File: src/rtl/fxp_to_half_if.sv
// Operand/result handshake bundle for the fixed-point to half-precision converter.
// The master side supplies operands and consumes results; the converter is the slave.
interface fxp_to_half_if;
  logic        in_valid;
  logic        in_ready;
  logic        in_sign;
  logic [15:0] in_int;
  logic [31:0] in_frac;
  logic        out_valid;
  logic        out_ready;
  logic [15:0] out_half;
  logic        out_underflow;

  modport master (
    output in_valid, in_sign, in_int, in_frac, out_ready,
    input  in_ready, out_valid, out_half, out_underflow
  );

  modport slave (
    input  in_valid, in_sign, in_int, in_frac, out_ready,
    output in_ready, out_valid, out_half, out_underflow
  );
endinterface

File: src/rtl/fxp_to_half.sv
// Sign-magnitude 16.32 fixed point to IEEE-754 half converter: one-bit-per-cycle
// normalization, truncating rounding, flush-to-signed-zero below the normal range.
module fxp_to_half (
  input  logic          clk,
  input  logic          rst_n,
  fxp_to_half_if.slave  bus
);

  typedef enum logic [1:0] {IDLE, NORM, DONE} state_t;

  state_t      state_q, state_d;
  logic [47:0] sh_q, sh_d;
  logic [5:0]  cnt_q, cnt_d;
  logic        sgn_q, sgn_d;
  logic [15:0] half_q, half_d;
  logic        uf_q, uf_d;
  logic [4:0]  exp_val;

  always_ff @(posedge clk or negedge rst_n) begin
    if (!rst_n) begin
      state_q <= IDLE;
      sh_q    <= '0;
      cnt_q   <= '0;
      sgn_q   <= 1'b0;
      half_q  <= '0;
      uf_q    <= 1'b0;
    end else begin
      state_q <= state_d;
      sh_q    <= sh_d;
      cnt_q   <= cnt_d;
      sgn_q   <= sgn_d;
      half_q  <= half_d;
      uf_q    <= uf_d;
    end
  end

  // The leading one at sh[47] is worth 2^15, so the biased exponent is 30 minus
  // the number of shifts already taken; cnt == 30 would mean exponent 0.
  always_comb begin
    state_d = state_q;
    sh_d    = sh_q;
    cnt_d   = cnt_q;
    sgn_d   = sgn_q;
    half_d  = half_q;
    uf_d    = uf_q;
    exp_val = 5'd30 - cnt_q[4:0];

    case (state_q)
      IDLE: begin
        if (bus.in_valid) begin
          sgn_d   = bus.in_sign;
          sh_d    = {bus.in_int, bus.in_frac};
          cnt_d   = '0;
          state_d = NORM;
        end
      end
      NORM: begin
        if (sh_q == '0) begin
          half_d  = {sgn_q, 15'h0000};
          uf_d    = 1'b0;
          state_d = DONE;
        end else if (cnt_q == 6'd30) begin
          half_d  = {sgn_q, 15'h0000};
          uf_d    = 1'b1;
          state_d = DONE;
        end else if (sh_q[47]) begin
          half_d  = {sgn_q, exp_val, sh_q[46:37]};
          uf_d    = 1'b0;
          state_d = DONE;
        end else begin
          sh_d  = {sh_q[46:0], 1'b0};
          cnt_d = cnt_q + 6'd1;
        end
      end
      DONE: begin
        if (bus.out_ready) begin
          state_d = IDLE;
        end
      end
      default: state_d = IDLE;
    endcase
  end

  assign bus.in_ready      = (state_q == IDLE);
  assign bus.out_valid     = (state_q == DONE);
  assign bus.out_half      = half_q;
  assign bus.out_underflow = uf_q;

endmodule

File: src/flat_wrapper.sv
// flat-port wrapper written by rule: the top's interface ports become plain ports
module fxp_to_half_flat 
  (clk, rst_n, bus_in_valid, bus_in_sign, bus_in_int, bus_in_frac, bus_out_ready, bus_in_ready, bus_out_valid, bus_out_half, bus_out_underflow);
  fxp_to_half_if bus_i ();
  input  logic clk;
  input  logic rst_n;
  input wire logic [$bits(bus_i.in_valid)-1:0] bus_in_valid;
  input wire logic [$bits(bus_i.in_sign)-1:0] bus_in_sign;
  input wire logic [$bits(bus_i.in_int)-1:0] bus_in_int;
  input wire logic [$bits(bus_i.in_frac)-1:0] bus_in_frac;
  input wire logic [$bits(bus_i.out_ready)-1:0] bus_out_ready;
  output wire logic [$bits(bus_i.in_ready)-1:0] bus_in_ready;
  output wire logic [$bits(bus_i.out_valid)-1:0] bus_out_valid;
  output wire logic [$bits(bus_i.out_half)-1:0] bus_out_half;
  output wire logic [$bits(bus_i.out_underflow)-1:0] bus_out_underflow;
  assign bus_i.in_valid = bus_in_valid;
  assign bus_i.in_sign = bus_in_sign;
  assign bus_i.in_int = bus_in_int;
  assign bus_i.in_frac = bus_in_frac;
  assign bus_i.out_ready = bus_out_ready;
  assign bus_in_ready = bus_i.in_ready;
  assign bus_out_valid = bus_i.out_valid;
  assign bus_out_half = bus_i.out_half;
  assign bus_out_underflow = bus_i.out_underflow;
  fxp_to_half u_core (.clk(clk), .rst_n(rst_n), .bus(bus_i));
endmodule
File: config.mk
export PLATFORM = sky130hd
export DESIGN_NAME = fxp_to_half_flat
export DESIGN_NICKNAME = d
export VERILOG_FILES = /design/src/rtl/fxp_to_half_if.sv /design/src/rtl/fxp_to_half.sv /design/src/flat_wrapper.sv
export SDC_FILE = /design/constraint.sdc
export NUM_CORES = 1
export LEC_CHECK = 0
export CORE_ASPECT_RATIO = 1.25
export CORE_MARGIN = 2
export CORE_UTILIZATION = 40
export DETAILED_ROUTE_END_ITERATION = 10
export PLACE_DENSITY_LB_ADDON = 0.05
export RECOVER_POWER = 50
export SETUP_SLACK_MARGIN = 0.1
export SYNTH_ARGS = -nofsm -noshare
export SYNTH_HDL_FRONTEND = slang
export SYNTH_SLANG_ARGS = --single-unit
File: constraint.sdc
create_clock -name clk -period 6.15 [get_ports clk]
set_input_delay 1.845 -clock clk [delete_from_list [all_inputs] [get_ports clk]]
set_output_delay 1.845 -clock clk [all_outputs]
set_load 0.02 [all_outputs]
### Word level (Yosys, flattened, before mapping)

Cells that the tools add are included.

* bits in registers: 74
* word-level logic and storage cells: 49

* add/subtract/negate cells: 2
* equality and inequality tests: 9
* multiplexer cells: 22
* reductions and logical operators: 9

Operator list (number)
* 48-bit 2-to-1 mux: 4
* 48-bit one-hot mux with 2 select lines: 1
* 48-bit logical NOT: 1
* 16-bit 2-to-1 mux: 3
* 6-bit 2-to-1 mux: 4
* 6-bit one-hot mux with 2 select lines: 1
* 2-bit 2-to-1 mux: 5
* 2-bit inequality test (second input constant): 5
* 6-bit by 1-bit adder with 6-bit output (second input constant): 1
* 6-bit by 5-bit equality test with 1-bit output (second input constant): 1
* 2-bit one-hot mux with 3 select lines: 1
* 5-bit AND reduction: 1
* 5-bit subtractor (first input constant): 1
* 4-bit by 1-bit inequality test with 1-bit output (second input constant): 1
* 2-bit AND reduction: 2
* 4-bit AND reduction: 1
* 1-bit 2-to-1 mux: 3
* 3-bit AND reduction: 1
* 3-bit nonzero test: 1
* 2-bit by 1-bit equality test with 1-bit output (second input constant): 1
* 2-bit equality test (second input constant): 1
* 2-bit logical NOT: 1
* 2-bit nonzero test: 1

### Logic depth before layout (Yosys ltp)

* depth in word-level cells: 5
* gate-level depth with buffers: 8

### Worst setup path after synthesis

OpenSTA, ideal clock, no wires.

* path type: input to register
* from: input port bus_in_valid
* to: register u_core.cnt_q[3]
* setup time: 125 ps
* data arrival time: 3043 ps
* data required time: 6025 ps
* setup slack: 2982 ps
* cell stages on the path: 6
* path buffers: 2
* cell sequence: nor2_1 -> a311o_1 -> nor3b_1 -> buf_2 -> buf_6 -> mux2_4

* longest elaborated chain between the ends: 2

RTL lines
* start, declared: line flat_wrapper.sv:7 `input wire logic [$bits(bus_i.in_valid)-1:0] bus_in_valid;`
* 2-bit inequality test (no line)
* 5-bit AND reduction (no line)
* end signal, assigned: line fxp_to_half.sv:30 `cnt_q <= cnt_d;`
* end, declared: line fxp_to_half.sv:13 `logic [5:0] cnt_q, cnt_d;`

No other way between the ends.
A chain may end at the register's enable or synchronous reset.

### Final worst setup path

* from: input port bus_in_valid
* to: register u_core.cnt_q[0]

Same word-level chain as after synthesis.

==> metrics.md <==
| Metric | Value |
|---|---|
| Outcome | `finished with violations` |
| Failing checks | `max-capacitance violations, max-slew violations` |
| Max Clk Rate | `259 MHz` |
| Min-Delay Path Class | `reg2reg` |
| Starting DRT DRC Count | `126` |
| Global-route wire length before repair | `13.7 mm` |
| Storage cell area | `0.00185 mm²` |
| Reg2reg end | `u_core.bus.out_half[11]` |
| Crit path buf inv count | `2` |
| Req. time, crit path | `6370 ps` |
| Seq cells post-synth | `74` |
| Clk buf depth | `2` |
| Detailed-route DRC error count | `0` |
| Pin count of the biggest net entering global routing | `99` |
| Post-Route WL | `8.47 mm` |
| Root Driver | `clkbuf_16` |
| RR Startpoint | `u_core.sh_q[47]` |
| Final Non-Filler Cells | `561` |
| Vias per cell | `5.19` |
| Vias | `2914` |
| Total inserted antenna cells | `0` |
| Post-CTS Setup Bufs | `0` |
| Die X | `90.5 µm` |
| Cell variety after synth | `37` |
| # rows | `39` |
| Post-route ant nets | `0` |
| CTS buffer count | `9` |
| GRT overflow | `0` |
| GRT Total Usage | `0.168` |
| Worst-path clk slew | `60 ps` |
| EDFF count, synth | `0` |
| Share of the synthesized area in the top cell type | `0.495` |
| Share of layout cells above drive strength 1 | `0.0753` |
| Fin util | `0.529` |
| Peak VDD IR | `0.252 mV` |
| Slew HR | `-0.441` |
| Slew Limit Fails | `93` |
| Cell taking the most area after synthesis | `dfrtp_1` |
| Drt pass-1 iters | `4` |
| Routed wire length per instance | `15.1 µm` |
| Most frequent cell after synthesis | `dfrtp_1` |
| Slowest stage delay, CP | `630 ps` |
| Worst hold slack | `499 ps` |
| Vias in the first global route | `2800` |
| R2R cell count | `6` |
| Syn Area/Cell | `9.98 µm²` |
| Post-synth ARST share | `1.00` |
| Final worst-path cycle share | `0.628` |
| P_leak | `2.12 nW` |
| Area after DPL | `0.00451 mm²` |
| Worst setup SP type | `primary input` |
| CP arrival | `4080 ps` |
| Commonest cells post-synth | `dfrtp_1 (74), inv_1 (48), a21oi_1 (46), mux2i_1 (46), nor3_1 (43)` |
| Clock Latency Late Sink | `340 ps` |
| Critical path fanouts, max | `35` |
| PortBufs | `71` |
| PD cells | `515 mW/mm²` |
| Max_cap viols | `2` |
| RSZ-0062 raised after global routing | `false` |
| Syn-to-layout area delta | `29.0%` |
| Total clock sinks | `74` |
| Mapped Cells | `375` |
| Syn nets | `430` |
| CP endpoint | `u_core.cnt_q[0]` |
| Setup crit end kind | `register` |
| Initial antenna violation count | `0` |
| Initial Utilization | `0.410` |
| GPL Wtd Cong | `0.772` |
| TritonCTS clock tree | `built` |
| Io pins | `72` |
| Beginning of the worst hold path | `u_core.bus.out_underflow` |
| Ys flop type | `dfrtp_1` |
| Area of the multi-input gates | `0.00158 mm²` |
| Filler cell count | `860` |
| Htree depth | `3` |
| Nets | `488` |
| Dominant cells by area after synthesis | `dfrtp_1 (49%), mux2i_1 (12%), a21oi_1 (6.1%)` |
| Sum Neg Setup Slack | `0 ps` |
| CP startpoint | `bus_in_valid` |
| Fin Clk Skew | `5.84 ps` |
| CP delay by family, top | `buffers and inverters` |
| Core ar. | `0.00913 mm²` |
| Final min period | `3860 ps` |
| Die height | `112 µm` |
| Post-Syn Area | `0.00374 mm²` |
| Finished Cell Area | `0.00483 mm²` |
| Hold bufs inserted after CTS | `0` |
| Worst Tran Pin Value | `2140 ps` |
| Reg2reg setup slack | `2550 ps` |
| CP Class | `in2reg` |
| Placed Cells | `545` |
| Final-report setup violation count | `0` |
| Crit path max-delay cell type | `dlygate4sd3_1` |
| CP Depth | `6` |
| Synth warnings | `0` |
| Crit-path cells | `dlygate4sd3_1 > nor2_1 > a311o_1 > nor3b_2 > buf_4 > mux2_2` |
| Post_cts resized | `0` |
| Total Die Area | `0.0102 mm²` |
| Hpwl dp | `5.43 mm` |
| Final count of hold timing violations | `0` |
| Seq/Total Area, Yosys | `0.495` |
-- placed cells by master (no fill, tap or decap), types with 3 or more instances in the layout --
cell type	netlist	routed
dfrtp_1	74	73
clkdlybuf4s50_1	0	69
inv_1	48	48
a21oi_1	46	46
mux2i_1	46	46
nor3_1	43	44
nor4_1	13	13
a22o_1	12	12
nor2_1	10	10
clkbuf_16	0	9
mux2_2	7	7
nand2_1	5	5
nor3b_1	5	4
nand3_1	4	4
o21ai_0	4	4
nor2b_1	3	3
nand4_1	3	3
mux2_4	3	3
xor2_1	3	3
clkbuf_8	0	3
buf_4	4	3
-- registers in the layout (all words and copies together) (netlist names) --
name and count:
u_core.state_q 2, u_core.bus.out_half 16, u_core.sh_q 48, u_core.bus.out_underflow 1, u_core.cnt_q 6, u_core.sgn_q 1
-- worst min-delay path by stage --
stage / end / slack, ps / depth (start not counted)
2_1_floorplan: u_core.bus.out_half[15] / 470 / 1
3_3_place_gp: u_core.bus.out_underflow / 480 / 1
3_5_place_dp: u_core.bus.out_underflow / 480 / 1
4_1_cts: u_core.bus.out_underflow / 500 / 1
5_1_grt: u_core.bus.out_half[6] / 520 / 1
6_report: u_core.bus.out_underflow / 500 / 1
-- stage by stage --
step / power (W) / setup WS [ps]
floorplan: 0.00163 / 2980
global placement: 0.00191 / 2020
detailed placement: 0.00192 / 2030
CTS: 0.00252 / 2380
global route: 0.00266 / 2150
finish: 0.00249 / 2290
-- cell families after synthesis --
family	synth area share
adder cells (fa/ha/maj)	0.00668
flip-flops	0.495
AO/OA/AOI/OAI	0.118
multiplexers	0.156
XOR/XNOR	0.00702
AND/OR/NAND/NOR	0.135
buffers and inverters	0.0826
-- report_power, final --
part           internal, W  switching, W
Sequential        0.000706      0.000138
Clock             0.000388      0.000204
Combinational     0.000463      0.000590
-- area by class of cell --
type / instances / share of cell area
clock inverters: 4 / 0.0150
inverters: 48 / 0.0373
clock buffers: 12 / 0.0552
flip-flops and latches: 74 / 0.384
well taps: 123 / 0.0319
multi-input cells: 226 / 0.326
repair buffers: 74 / 0.151
-- metal layers --
layer  part of all wire  up-vias  track usage
li1                   -     1423            -
met1               0.49     1416        0.226
met2               0.46       67        0.264
met3              0.043        8       0.0416
met4              0.014        0       0.0646
met5                  0        -            0
Note: power is estimated with default switching activity, not from simulation.
